`config.mk`:
```
export PLATFORM = sky130hd
export DESIGN_NAME = alu_issue
export DESIGN_NICKNAME = d
export VERILOG_FILES = /design/src/rtl/alu_pkg.sv /design/src/rtl/alu_issue_dec.sv /design/src/rtl/alu_issue.sv
export SDC_FILE = /design/constraint.sdc
export NUM_CORES = 1
export LEC_CHECK = 0
export ABC_AREA = 1
export CAP_MARGIN = 15
export CORE_ASPECT_RATIO = 0.6
export CORE_UTILIZATION = 29
export DETAILED_ROUTE_END_ITERATION = 7
export MAX_ROUTING_LAYER = met4
export SLEW_MARGIN = 10
export SYNTH_ARGS = -nofsm -noshare
export SYNTH_HDL_FRONTEND = slang
export SYNTH_SLANG_ARGS = --single-unit
```
`constraint.sdc`:
```
create_clock -name clk -period 3.5 [get_ports clk]
set_input_delay 0.525 -clock clk [delete_from_list [all_inputs] [get_ports clk]]
set_output_delay 0.525 -clock clk [all_outputs]
set_load 0.01 [all_outputs]
```
`src/rtl/alu_pkg.sv`:
```
// Package: alu_pkg
// Shared constants for the ALU issue slice:
//   - ALU_CTL encodings driven to the external combinational ALU
//   - RV32I major opcodes handled by the issue stage
//   - BRANCH funct3 codes
//   - br_kind_e: which ALU result bit decides a branch
package alu_pkg;

  // ALU_CTL encodings. 1010, 1011 and 1111 are never issued.
  localparam logic [3:0] ALU_ADD  = 4'b0000;
  localparam logic [3:0] ALU_ADDV = 4'b0001;
  localparam logic [3:0] ALU_SUB  = 4'b0010;
  localparam logic [3:0] ALU_SUBV = 4'b0011;
  localparam logic [3:0] ALU_AND  = 4'b0100;
  localparam logic [3:0] ALU_OR   = 4'b0101;
  localparam logic [3:0] ALU_XOR  = 4'b0110;
  localparam logic [3:0] ALU_NOR  = 4'b0111;
  localparam logic [3:0] ALU_SLTU = 4'b1000;
  localparam logic [3:0] ALU_SLT  = 4'b1001;
  localparam logic [3:0] ALU_SLL  = 4'b1100;
  localparam logic [3:0] ALU_SRL  = 4'b1101;
  localparam logic [3:0] ALU_SRA  = 4'b1110;

  // RV32I major opcodes (instr[6:0]).
  localparam logic [6:0] OPC_OP     = 7'b0110011;
  localparam logic [6:0] OPC_OPIMM  = 7'b0010011;
  localparam logic [6:0] OPC_BRANCH = 7'b1100011;

  // BRANCH funct3 codes. 010 and 011 are undefined.
  localparam logic [2:0] F3_BEQ  = 3'b000;
  localparam logic [2:0] F3_BNE  = 3'b001;
  localparam logic [2:0] F3_BLT  = 3'b100;
  localparam logic [2:0] F3_BGE  = 3'b101;
  localparam logic [2:0] F3_BLTU = 3'b110;
  localparam logic [2:0] F3_BGEU = 3'b111;

  // How the captured ALU result turns into a taken bit.
  typedef enum logic [1:0] {
    BR_EQ = 2'd0,  // taken when alu_zero
    BR_NE = 2'd1,  // taken when !alu_zero
    BR_LT = 2'd2,  // taken when dc[0] (slt/sltu result)
    BR_GE = 2'd3   // taken when !dc[0]
  } br_kind_e;

endpackage

```
`src/rtl/alu_issue_dec.sv`:
```
// Module: alu_issue_dec
// Purely combinational decode of opcode/funct3/funct7[5] into ALU control
// and branch metadata.
// Ports:
//   opcode, funct3, funct7_5  in   instruction fields
//   ctl                       out  ALU_CTL to issue (RST_CTL when illegal)
//   use_imm                   out  operand B comes from the I-immediate
//   is_br                     out  legal BRANCH
//   br_kind                   out  br_kind_e, selects the taken rule
//   illegal                   out  undecodable instruction
// Configuration: ALU_ISSUE_OVF_TRAP_EN makes OP/OP-IMM add/sub issue the
// overflow-reporting encodings; branches always use plain sub.
module alu_issue_dec
  import alu_pkg::*;
#(
  parameter logic [3:0] RST_CTL = 4'b0000
) (
  input  logic [6:0] opcode,
  input  logic [2:0] funct3,
  input  logic       funct7_5,
  output logic [3:0] ctl,
  output logic       use_imm,
  output logic       is_br,
  output logic [1:0] br_kind,
  output logic       illegal
);

`ifdef ALU_ISSUE_OVF_TRAP_EN
  localparam logic [3:0] ARITH_ADD = ALU_ADDV;
  localparam logic [3:0] ARITH_SUB = ALU_SUBV;
`else
  localparam logic [3:0] ARITH_ADD = ALU_ADD;
  localparam logic [3:0] ARITH_SUB = ALU_SUB;
`endif

  logic is_imm;
  assign is_imm = (opcode == OPC_OPIMM);

  always_comb begin
    // NOTE: every output gets a default before the case so no path leaves a
    // value unassigned, which would otherwise infer a latch.
    ctl     = RST_CTL;
    use_imm = is_imm;  // illegal instructions keep the opcode's operand routing
    is_br   = 1'b0;
    br_kind = BR_EQ;
    illegal = 1'b0;

    case (opcode)
      OPC_OP, OPC_OPIMM: begin
        case (funct3)
          3'b000: ctl = (!is_imm && funct7_5) ? ARITH_SUB : ARITH_ADD;
          3'b001: ctl = ALU_SLL;
          3'b010: ctl = ALU_SLT;
          3'b011: ctl = ALU_SLTU;
          3'b100: ctl = ALU_XOR;
          3'b101: ctl = funct7_5 ? ALU_SRA : ALU_SRL;
          3'b110: ctl = ALU_OR;
          3'b111: ctl = ALU_AND;
          default: ctl = RST_CTL;
        endcase
        // OP only allows funct7[5] on add/sub and srl/sra. For OP-IMM the bit
        // is part of the immediate except on the shifts, where slli must be 0.
        if (funct7_5) begin
          if (is_imm)
            illegal = (funct3 == 3'b001);
          else
            illegal = (funct3 != 3'b000) && (funct3 != 3'b101);
        end
      end
      OPC_BRANCH: begin
        is_br = 1'b1;
        case (funct3)
          F3_BEQ:  begin ctl = ALU_SUB;  br_kind = BR_EQ; end
          F3_BNE:  begin ctl = ALU_SUB;  br_kind = BR_NE; end
          F3_BLT:  begin ctl = ALU_SLT;  br_kind = BR_LT; end
          F3_BGE:  begin ctl = ALU_SLT;  br_kind = BR_GE; end
          F3_BLTU: begin ctl = ALU_SLTU; br_kind = BR_LT; end
          F3_BGEU: begin ctl = ALU_SLTU; br_kind = BR_GE; end
          default: illegal = 1'b1;
        endcase
      end
      default: illegal = 1'b1;
    endcase

    // Illegal instructions still flow down the pipe but must not look like
    // a branch or request a real ALU operation.
    if (illegal) begin
      ctl   = RST_CTL;
      is_br = 1'b0;
    end
  end

endmodule

```
`src/rtl/alu_issue.sv`:
```
// Module: alu_issue
// Issue side of the ALU interface. Decodes RV32I OP/OP-IMM/BRANCH, registers
// operands and control in stage D (driving the external combinational ALU),
// and captures the ALU result and flags in stage R for writeback.
// Ports:
//   clk, rst_n (synchronous, active-low), flush (synchronous pipeline kill)
//   in_valid/in_ready, in_opcode, in_funct3, in_funct7_5, in_rs1, in_rs2,
//     in_imm, in_rd                       upstream instruction
//   alu_da, alu_db, alu_ctl               to the ALU
//   alu_dc, alu_zero, alu_ovf             from the ALU
//   out_valid/out_ready, out_result, out_rd, out_wen, out_br,
//     out_br_taken, out_illegal, out_ovf  downstream result
// Configuration: define ALU_ISSUE_OVF_TRAP_EN to issue add/sub with overflow
// reporting and return the registered ALU overflow on out_ovf; otherwise
// out_ovf is always 0.
module alu_issue
  import alu_pkg::*;
#(
  parameter int         XLEN    = 32,
  parameter logic [3:0] RST_CTL = 4'b0000
) (
  input  logic            clk,
  input  logic            rst_n,
  input  logic            flush,
  input  logic            in_valid,
  output logic            in_ready,
  input  logic [6:0]      in_opcode,
  input  logic [2:0]      in_funct3,
  input  logic            in_funct7_5,
  input  logic [XLEN-1:0] in_rs1,
  input  logic [XLEN-1:0] in_rs2,
  input  logic [XLEN-1:0] in_imm,
  input  logic [4:0]      in_rd,
  output logic [XLEN-1:0] alu_da,
  output logic [XLEN-1:0] alu_db,
  output logic [3:0]      alu_ctl,
  input  logic [XLEN-1:0] alu_dc,
  input  logic            alu_zero,
  input  logic            alu_ovf,
  output logic            out_valid,
  input  logic            out_ready,
  output logic [XLEN-1:0] out_result,
  output logic [4:0]      out_rd,
  output logic            out_wen,
  output logic            out_br,
  output logic            out_br_taken,
  output logic            out_illegal,
  output logic            out_ovf
);

  // Decode
  logic [3:0] dec_ctl;
  logic       dec_use_imm;
  logic       dec_is_br;
  logic [1:0] dec_br_kind;
  logic       dec_illegal;

  alu_issue_dec #(.RST_CTL(RST_CTL)) u_dec (
    .opcode   (in_opcode),
    .funct3   (in_funct3),
    .funct7_5 (in_funct7_5),
    .ctl      (dec_ctl),
    .use_imm  (dec_use_imm),
    .is_br    (dec_is_br),
    .br_kind  (dec_br_kind),
    .illegal  (dec_illegal)
  );

  // Stage D state
  logic       d_valid;
  logic [3:0] d_ctl;
  logic [4:0] d_rd;
  logic       d_wen;
  logic       d_br;
  logic [1:0] d_br_kind;
  logic       d_illegal;

  // Handshakes. Flush suppresses the loads but not the ready outputs.
  logic r_ready;
  logic d_load;
  logic r_load;

  assign r_ready  = !out_valid || out_ready;
  assign in_ready = !d_valid || r_ready;
  assign d_load   = in_valid && in_ready && !flush;
  assign r_load   = d_valid && r_ready && !flush;

  assign alu_ctl = d_valid ? d_ctl : RST_CTL;

  // Branch decision from the live ALU result of the instruction in D.
  logic br_cond;
  always_comb begin
    br_cond = 1'b0;
    case (d_br_kind)
      BR_EQ:   br_cond = alu_zero;
      BR_NE:   br_cond = !alu_zero;
      BR_LT:   br_cond = alu_dc[0];
      BR_GE:   br_cond = !alu_dc[0];
      default: br_cond = 1'b0;
    endcase
  end

  logic ovf_next;
`ifdef ALU_ISSUE_OVF_TRAP_EN
  assign ovf_next = alu_ovf && !d_br;
`else
  logic unused_alu_ovf;
  assign unused_alu_ovf = alu_ovf;
  assign ovf_next = 1'b0;
`endif

  // NOTE: sequential state uses non-blocking assignments so every register
  // samples pre-edge values regardless of statement order.
  always_ff @(posedge clk) begin
    if (!rst_n) begin
      d_valid      <= 1'b0;
      d_ctl        <= RST_CTL;
      d_rd         <= '0;
      d_wen        <= 1'b0;
      d_br         <= 1'b0;
      d_br_kind    <= BR_EQ;
      d_illegal    <= 1'b0;
      alu_da       <= '0;
      alu_db       <= '0;
      out_valid    <= 1'b0;
      out_result   <= '0;
      out_rd       <= '0;
      out_wen      <= 1'b0;
      out_br       <= 1'b0;
      out_br_taken <= 1'b0;
      out_illegal  <= 1'b0;
      out_ovf      <= 1'b0;
    end else begin
      // Stage D occupancy
      if (flush)
        d_valid <= 1'b0;
      else if (d_load)
        d_valid <= 1'b1;
      else if (r_load)
        d_valid <= 1'b0;

      // Operands only change on a real load, so they hold while D is empty.
      if (d_load) begin
        alu_da    <= in_rs1;
        alu_db    <= dec_use_imm ? in_imm : in_rs2;
        d_ctl     <= dec_ctl;
        d_rd      <= in_rd;
        d_wen     <= !dec_illegal && !dec_is_br && (in_rd != 5'd0);
        d_br      <= dec_is_br;
        d_br_kind <= dec_br_kind;
        d_illegal <= dec_illegal;
      end

      // Stage R occupancy
      if (flush)
        out_valid <= 1'b0;
      else if (r_load)
        out_valid <= 1'b1;
      else if (out_ready)
        out_valid <= 1'b0;

      if (r_load) begin
        out_result   <= alu_dc;
        out_rd       <= d_rd;
        out_wen      <= d_wen;
        out_br       <= d_br;
        out_br_taken <= d_br && br_cond;
        out_illegal  <= d_illegal;
        out_ovf      <= ovf_next;
      end
    end
  end

endmodule

```
# Word-level counts from Yosys, hierarchy flattened
# Index checks and enable logic that the tools add are counted.
[word_totals] regBits=121
[classes] eq_ne=14 n_reduce_logical=33 bitwise=1 mux=21
[op_table] cell="$mux 32" n=1
[op_table] cell="$pmux 4 s8" n=1
[op_table] cell="$reduce_or 2->1" n=7
[op_table] cell="$eq 3x3->1 const B" n=4
[op_table] cell="$pmux 4 s3" n=1
[op_table] cell="$logic_and 1x1->1" n=9
[op_table] cell="$mux 1" n=9
[op_table] cell="$logic_not 1->1" n=8
[op_table] cell="$mux 4" n=2
[op_table] cell="$pmux 4 s2" n=1
[op_table] cell="$eq 7x5->1 const B" n=1
[op_table] cell="$eq 7x6->1 const B" n=1
[op_table] cell="$eq 7x7->1 const B" n=1
[op_table] cell="$eq 3x2->1 const B" n=2
[op_table] cell="$mux 2" n=3
[op_table] cell="$pmux 2 s3" n=1
[op_table] cell="$reduce_or 6->1" n=1
[op_table] cell="$reduce_bool 5->1" n=1
[op_table] cell="$eq 2x2->1 const B" n=2
[op_table] cell="$pmux 1 s4" n=1
[op_table] cell="$reduce_bool 2->1" n=2
[op_table] cell="$eq 3x1->1 const B" n=1
[op_table] cell="$logic_not 3->1" n=1
[op_table] cell="$ne 3x3->1 const B" n=1
[op_table] cell="other kinds (6)" n=7

# Depth between registers and ports, before layout
# Gate-level depths: netlist of run 1.
[logic_depth] word_depth=9 mapped_depth=10 depth_no_buf=10

# Cells and area by module
# From an unflattened synthesis of run 1, not the netlist that was laid out.
[unflattened] cells_unflattened=728 area_unflattened_um2=5230.0
[by_module_without_submodules] mod="alu_issue" area_per_inst_um2=4941.0 n_inst=1 seq_area_each_um2=2422.3 cells_per_inst=665
[by_module_without_submodules] mod="alu_issue_dec" area_per_inst_um2=289.0 n_inst=1 seq_area_each_um2=0.0 cells_per_inst=63

# Worst setup path after synthesis of run 1
# OpenSTA, ideal clock, no wires.
[synth_timing] path_kind="input to register" start="in out_ready" end="reg alu_db[0]" stages=8 arrival_ps=1329 path_slack_ps=2056 required_ps=3386 setup_ps=114 n_path_buf=2 cell_sequence="nor2_4 > nand2_4 > nand2_4 > inv_2 > buf_6 > buf_6 > o211ai_2 > inv_1"
[synth_via] elab_chain_len=4
[synth_rtl] element="from (decl)" line="alu_issue.sv:41" rtl="input logic out_ready,"
[synth_rtl] element="$logic_or 1x1->1" line="alu_issue.sv:83" rtl="assign r_ready = !out_valid || out_ready;"
[synth_rtl] element="$logic_or 1x1->1" line="alu_issue.sv:84" rtl="assign in_ready = !d_valid || r_ready;"
[synth_rtl] element="via in_ready" line="alu_issue.sv:26" rtl="output logic in_ready,"
[synth_rtl] element="$logic_and 1x1->1 (2 in series)" line="alu_issue.sv:85" rtl="assign d_load = in_valid && in_ready && !flush;"
[synth_rtl] element="to (signal assigned)" line="alu_issue.sv:145" rtl="alu_db <= dec_use_imm ? in_imm : in_rs2;"
[synth_rtl] element="to (decl)" line="alu_issue.sv:35" rtl="output logic [XLEN-1:0] alu_db,"
# The timed path passes the listed nets, and every way through them passes these cells.
# A chain may end at the register's enable or synchronous reset.

# Final worst setup path of run 1
[layout_timing] start="in out_ready" end="out in_ready"
[layout_via] elab_chain_len=2
[layout_rtl] element="$logic_or 1x1->1" line="alu_issue.sv:83"
[layout_rtl] element="$logic_or 1x1->1" line="alu_issue.sv:84"
[layout_rtl] element="to (decl)" line="alu_issue.sv:26"
# Every way passes these cells.

==> results of run 1 <==
[worst max-delay path: cells and delay by family]
family | cells | cell delay [ps]
buf+inv | 2 | 930
simple gates | 2 | 260
[metrics by stage]
stage | power (mW) | hold WS, ps
finish | 3.761 | 466.9
global route | 3.940 | 489.8
CTS | 3.828 | 470.1
detailed placement | 2.037 | 458.4
global placement | 2.035 | 456.3
floorplan | 1.713 | 444.4
[synthesized netlist by cell type, drive strengths merged]
library cell	number	area share (%)
nor2	164	12
dfxtp	121	47
nand2	102	7.8
o21ai	79	7.7
inv	59	4.3
nand3	44	4.5
o211ai	33	8.0
buf	31	4.1
a21oi	15	1.5
clkbuf	14	1.0
nand4	5	0.61
nor3	3	0.51
a31oi	1	0.12
conb	1	0.073
or2	1	0.12
xor2	1	0.17
[area by class of cell]
cell class                      instances  share of cell area [%]
Clock inverter                         14                   1.940
Clock buffer                           18                   5.081
Timing Repair Buffer                  266                   31.76
Tap cell                              234                   3.466
Sequential cell                       121                   28.68
Inverter                               59                   2.651
Multi-Input combinational cell        449                   26.43
[flip-flops by register name (all words and copies together), names as in the netlist, 2 cells and up]
signal / cells
out_rd: 5
alu_db: 32
out_result: 32
d_ctl: 4
alu_da: 32
d_br_kind: 2
d_rd: 5
[worst min path at each step]
stage,startpoint,end,slack [ps]
finish,d_ctl[0],d_ctl[0],470
global route,d_ctl[3],d_ctl[3],490
CTS,d_ctl[0],d_ctl[0],470
detailed placement,out_br,out_br,460
global placement,d_ctl[2],d_ctl[2],460
floorplan,d_ctl[0],d_ctl[0],440
[power breakdown]
| group | internal [mW] | switching [mW] | total (mW) |
|---|---|---|---|
| logic | 0.313 | 0.211 | 0.523 |
| registers | 1.44 | 0.0365 | 1.48 |
| clock network | 1.07 | 0.687 | 1.76 |
| total | 2.83 | 0.935 | 3.76 |
[logic make-up after synthesis]
kind of cell	after synthesis
other	1
buffers and inverters	104
and+or+nand+nor	319
xor gates and xnor gates	1
DFF	121
AOI/OAI and AO/OA	128
[routing by layer]
metal  part of all wire [%]  GRT usage (%)  routed length [microns]
met1                     50          24.37                     7765
met2                     43          26.51                     6655
met3                    7.5          5.313                     1170
met4                   0.40          3.947                       62
met5                      0              -                        0
==> reports/results.txt, run 1 <==
CP Class: in -> out
CTS tree: yes
Synth Area in Compound Gates: 17.30%
Critical Path End: in_ready
Worst slew margin: 49.66%
Vias/cell: 4.442
Root buffer cell: clkbuf_16
Max-cap violations: 0
Yosys cell types: 26
Post-Synth XOR/XNOR Area: 0.1703%
TritonCTS sink count: 121
Placed Area: 0.007854 sq mm
Fin nets: 1,065
Clk buf depth: 2
Die width: 173.9 microns
Fillers: 1,705
Fin worst setup slack: 1249 ps
Mapped Avg Cell Area: 7.630 sq um
Worst R2R Setup Slack: 1830 ps
Syn Nets: 825
Hold Crit Depth: 2
Total gr overflow: 0
CP Capture Type: primary output
Most used cell, CP: clkdlybuf4s50_1
Die Y: 105.2 microns
Status: finished, final reports clean
Final instance area: 0.008447 sq mm
Post-DP HPWL: 10,880 microns
Drt first pass iters: 7
Mapped Cells: 674
Port bufs: 260
Mapped Area: 0.005142 sq mm
Simple-gate share of the synthesized area: 25.86%
Core Util, Final: 49.05%
Core footprint: 0.01722 sq mm
CTS hold repair buffers: 0
Post-route DRC: 0
Slew of the pin with the lowest slew margin: 753.9 ps
H-tree depth: 4
Commonest non-fill, non-tap cells in the layout: 259 x clkdlybuf4s50_1, 161 x nor2_1, 121 x dfxtp_1, 98 x nand2_1, 79 x o21ai_0
Post-synthesis register bit count: 121
Leading cell type in the layout, fill and taps excluded: clkdlybuf4s50_1
Post-route ant nets: 0
Die area: 0.01829 sq mm
Crit-path slowest cell: clkdlybuf4s50_1
Multi-input gate area: 0.002232 sq mm
PwrDens: 445.2 mW/mm^2
Worst hold path class: reg -> reg
Placer Congestion: 0.8060
Reg clk slew, reported paths: 50 ps
Area Overhead vs Synth: 64.26%
Syn. warnings: 0
Routed via count: 5,157
Vias in the first global route: 4,898
Adder-Cell Fraction of Synth Area: 0%
Fin Clk Skew: 13.03 ps
CP Cell Sequence: clkdlybuf4s50_1, nor2_4, nand2_4, clkdlybuf4s50_1
Wire per inst: 13.48 microns
Seq/Total Area, Yosys: 47.10%
Leakage: 3.569 nW
Worst-Skew Late Latency: 400 ps
Tcrit/Tclk final: 64.33%
Site Rows: 37
DRT Wirelength: 15,650 microns
CP max stage delay: 490 ps
Ant. Diodes: 0
Slew Limit Fails: 0
CTS Buf Count: 17
RSZ-0062 raised after global routing: false
Register area: 0.002422 sq mm
DP Worst Slack: 914.1 ps
FF-to-FF End: alu_db[6]
Worst Path Required: 2970 ps
R2R cell count: 7
Peak supply drop: 0.0002359 V
First-pass GRT wire length: 25,530 microns
Final hold violation count: 0
Layout cells sized above 1: 9.385%
Largest family of logic cells by synthesized area: simple AND/OR/NAND/NOR gates
Crit path DAT: 1730 ps
Crit path launch: out_ready
Multiplexer area fraction after synthesis: 0%
Initial detailed-routing violation count: 212
Post-Place Cells: 1,129
Startpoint types: input pin
Finished Layout Cells: 1,161
IO Count: 263
Largest net degree at the start of global routing: 58
CTS-repair resized insts: 0
Setup violators final: 0
Initial Util: 29.86%
Worst reg2reg startpoint: d_valid
Shortest period the worst path allows: 2251 ps
Worst Path Max Fanout: 3
Post-CTS Setup Bufs: 0
Gr usage total: 18.08%
Fmax: 0.4442 GHz
Initial antenna violation count: 0
TNS Setup: 0 ps
Note: power is estimated with default switching activity, not from simulation.
==> inputs of run 2 (changes only) <==
==> constraint.sdc (replaced) <==
create_clock -name clk -period 2 [get_ports clk]
set_input_delay 0.3 -clock clk [delete_from_list [all_inputs] [get_ports clk]]
set_output_delay 0.3 -clock clk [all_outputs]
set_load 0.01 [all_outputs]
==> run 2 against run 1 <==
Effect of this change: flip-flop and latch count unchanged; die area unchanged; via count hardly changed; sequential power increased by 75%; largest cell class unchanged; core utilization grew 0.87 points; worst setup slack got worse by 1100 ps; count of clock-buffer cells in the layout unchanged; wire length up 1.7%; global-route usage grew 0.27 points; clock skew is 1.9 ps lower; critical path type unchanged; clock power rose by 82%; non-clock buffer count grew 15.
==> reports/results.txt, run 2 (synthesized netlist as in run 1, its figures left out) <==
Die Y: 105.2 microns (unchanged)
Initial antenna violation count: 0 (unchanged)
Commonest non-fill, non-tap cells in the layout: 259 x clkdlybuf4s50_1, 161 x nor2_1, 120 x dfxtp_1, 98 x nand2_1, 79 x o21ai_0
CTS tree: yes
Fillers: 1,713 (+0.47%)
Worst reg2reg startpoint: out_valid
Shortest period the worst path allows: 1805 ps
CP max stage delay: 490 ps (about the same)
FF-to-FF End: d_ctl[3]
Post-route DRC: 0 (unchanged)
Leading cell type in the layout, fill and taps excluded: clkdlybuf4s50_1
Die area: 0.01829 sq mm (unchanged)
Startpoint types: input pin
Area Overhead vs Synth: 67.18%
Fmax: 0.5540 GHz
DRT Wirelength: 15,920 microns (+1.7%)
Most used cell, CP: clkdlybuf4s50_1
Setup violators final: 0 (unchanged)
Initial Util: 29.86% (unchanged)
Largest net degree at the start of global routing: 44 (-24%)
Crit path DAT: 1500 ps (-230 ps)
Core footprint: 0.01722 sq mm (unchanged)
Leakage: 3.659 nW (+2.5%)
Hold wc startpoint: rst_n
CP Class: in -> out
Layout cells sized above 1: 10.93% (+1.5 points)
TritonCTS sink count: 121 (unchanged)
Core Util, Final: 49.92% (+0.87 points)
Worst Path Max Fanout: 3 (unchanged)
Largest registers: alu_da: 32 flops, alu_db: 32 flops, out_result: 32 flops
Tcrit/Tclk final: 90.25%
Slew Limit Fails: 0 (unchanged)
Worst-Skew Late Latency: 410 ps (about the same)
TNS Setup: 0 ps (unchanged)
Site Rows: 37 (unchanged)
Port bufs: 260 (unchanged)
Vias/cell: 4.386 (-1.3%)
Reg clk slew, reported paths: 60 ps (about the same)
Clk buf depth: 2 (unchanged)
RSZ-0062 raised after global routing: false
R2R cell count: 10 (+3)
Gr usage total: 18.34% (+0.27 points)
Die width: 173.9 microns (unchanged)
Drt first pass iters: 4 (-3)
Fin nets: 1,080 (+1.4%)
Post-DP HPWL: 11,430 microns (+5.1%)
Crit path launch: out_ready
Worst Path Required: 1700 ps (-1270 ps)
Status: finished, final reports clean
Worst hold path class: in -> reg
First-pass GRT wire length: 26,060 microns (+2.1%)
Ant. Diodes: 0 (unchanged)
Root buffer cell: clkbuf_16
Routed via count: 5,158 (+0.019%)
Wire per inst: 13.54 microns (+0.41%)
Crit-path slowest cell: clkdlybuf4s50_1
IO Count: 263 (unchanged)
CTS hold repair buffers: 0 (unchanged)
Vias in the first global route: 5,036 (+2.8%)
Fin Clk Skew: 11.10 ps (-1.933 ps)
Worst R2R Setup Slack: 590 ps (-1240 ps)
Initial detailed-routing violation count: 212 (unchanged)
Critical Path End: in_ready
H-tree depth: 4 (unchanged)
CTS Buf Count: 17 (unchanged)
Peak supply drop: 0.0005227 V (+120%)
PwrDens: 782.3 mW/mm^2 (+76%)
Post-route ant nets: 0 (unchanged)
Final hold violation count: 0 (unchanged)
CP Capture Type: primary output
Total power draw: 6.726 mW (+79%)
Max-cap violations: 0 (unchanged)
Total gr overflow: 0 (unchanged)
CP Cell Sequence: clkdlybuf4s50_1, nor2_4, nand2_4, clkdlybuf4s50_1
Placer Congestion: 0.7686 (-4.6%)
-- run 2: layout make-up --
type | instances | area [sq um] | area share, %
Clock buffer | 18 | 429.2 | 4.992
Clock inverter | 14 | 187.7 | 2.183
Inverter | 59 | 224.0 | 2.605
Multi-Input combinational cell | 449 | 2232 | 25.96
Sequential cell | 121 | 2424 | 28.19
Tap cell | 234 | 292.8 | 3.406
Timing Repair Buffer | 281 | 2808 | 32.66
-- run 2: timing repair --
item,in CTS,in global routing
setup endpoints to repair,0,2
setup buffers,0,0
resized for setup,0,1
-- run 2: how the worst min path moves through the flow --
stage	end	slack [ps]	cells after the start
after detailed placement	d_ctl[2]	460	2
after global placement	d_ctl[0]	460	2
after global routing	d_rd[4]	310	3
final	d_rd[4]	310	3
after CTS	alu_db[11]	300	3
after floorplan	out_result[22]	430	2
-- run 2: report_power, final --
part / switching (mW) / internal [mW] / leakage [nW] / total [mW]
logic: 0.373 / 0.555 / 2.37 / 0.928
clock network: 1.21 / 2.00 / 0.298 / 3.20
registers: 0.0643 / 2.53 / 0.991 / 2.59
total: 1.64 / 5.08 / 3.66 / 6.73
-- run 2: metrics by stage --
stage	std cells	setup WS [ps]	hold WS, ps	area, sq um
global placement	1144	156.9	458.3	7979
finish	1176	195.1	310.5	8597
global route	1176	126.6	305.9	8597
CTS	1176	49.03	295.0	8596
floorplan	674	655.1	434.9	5142
detailed placement	1144	136.6	458.2	7979
-- run 2: metal layers --
layer	GRT usage [%]	wire, microns	vias up
met5	-	0	-
met4	4.762	130	0
met3	5.495	1161	10
met2	26.91	6554	179
met1	24.38	8074	2297
li1	-	-	2672
-- run 2: worst max-delay path: cells and delay by family --
family,cells,cell delay [ps]
buffers and inverters,2,940
AND/OR/NAND/NOR,2,270
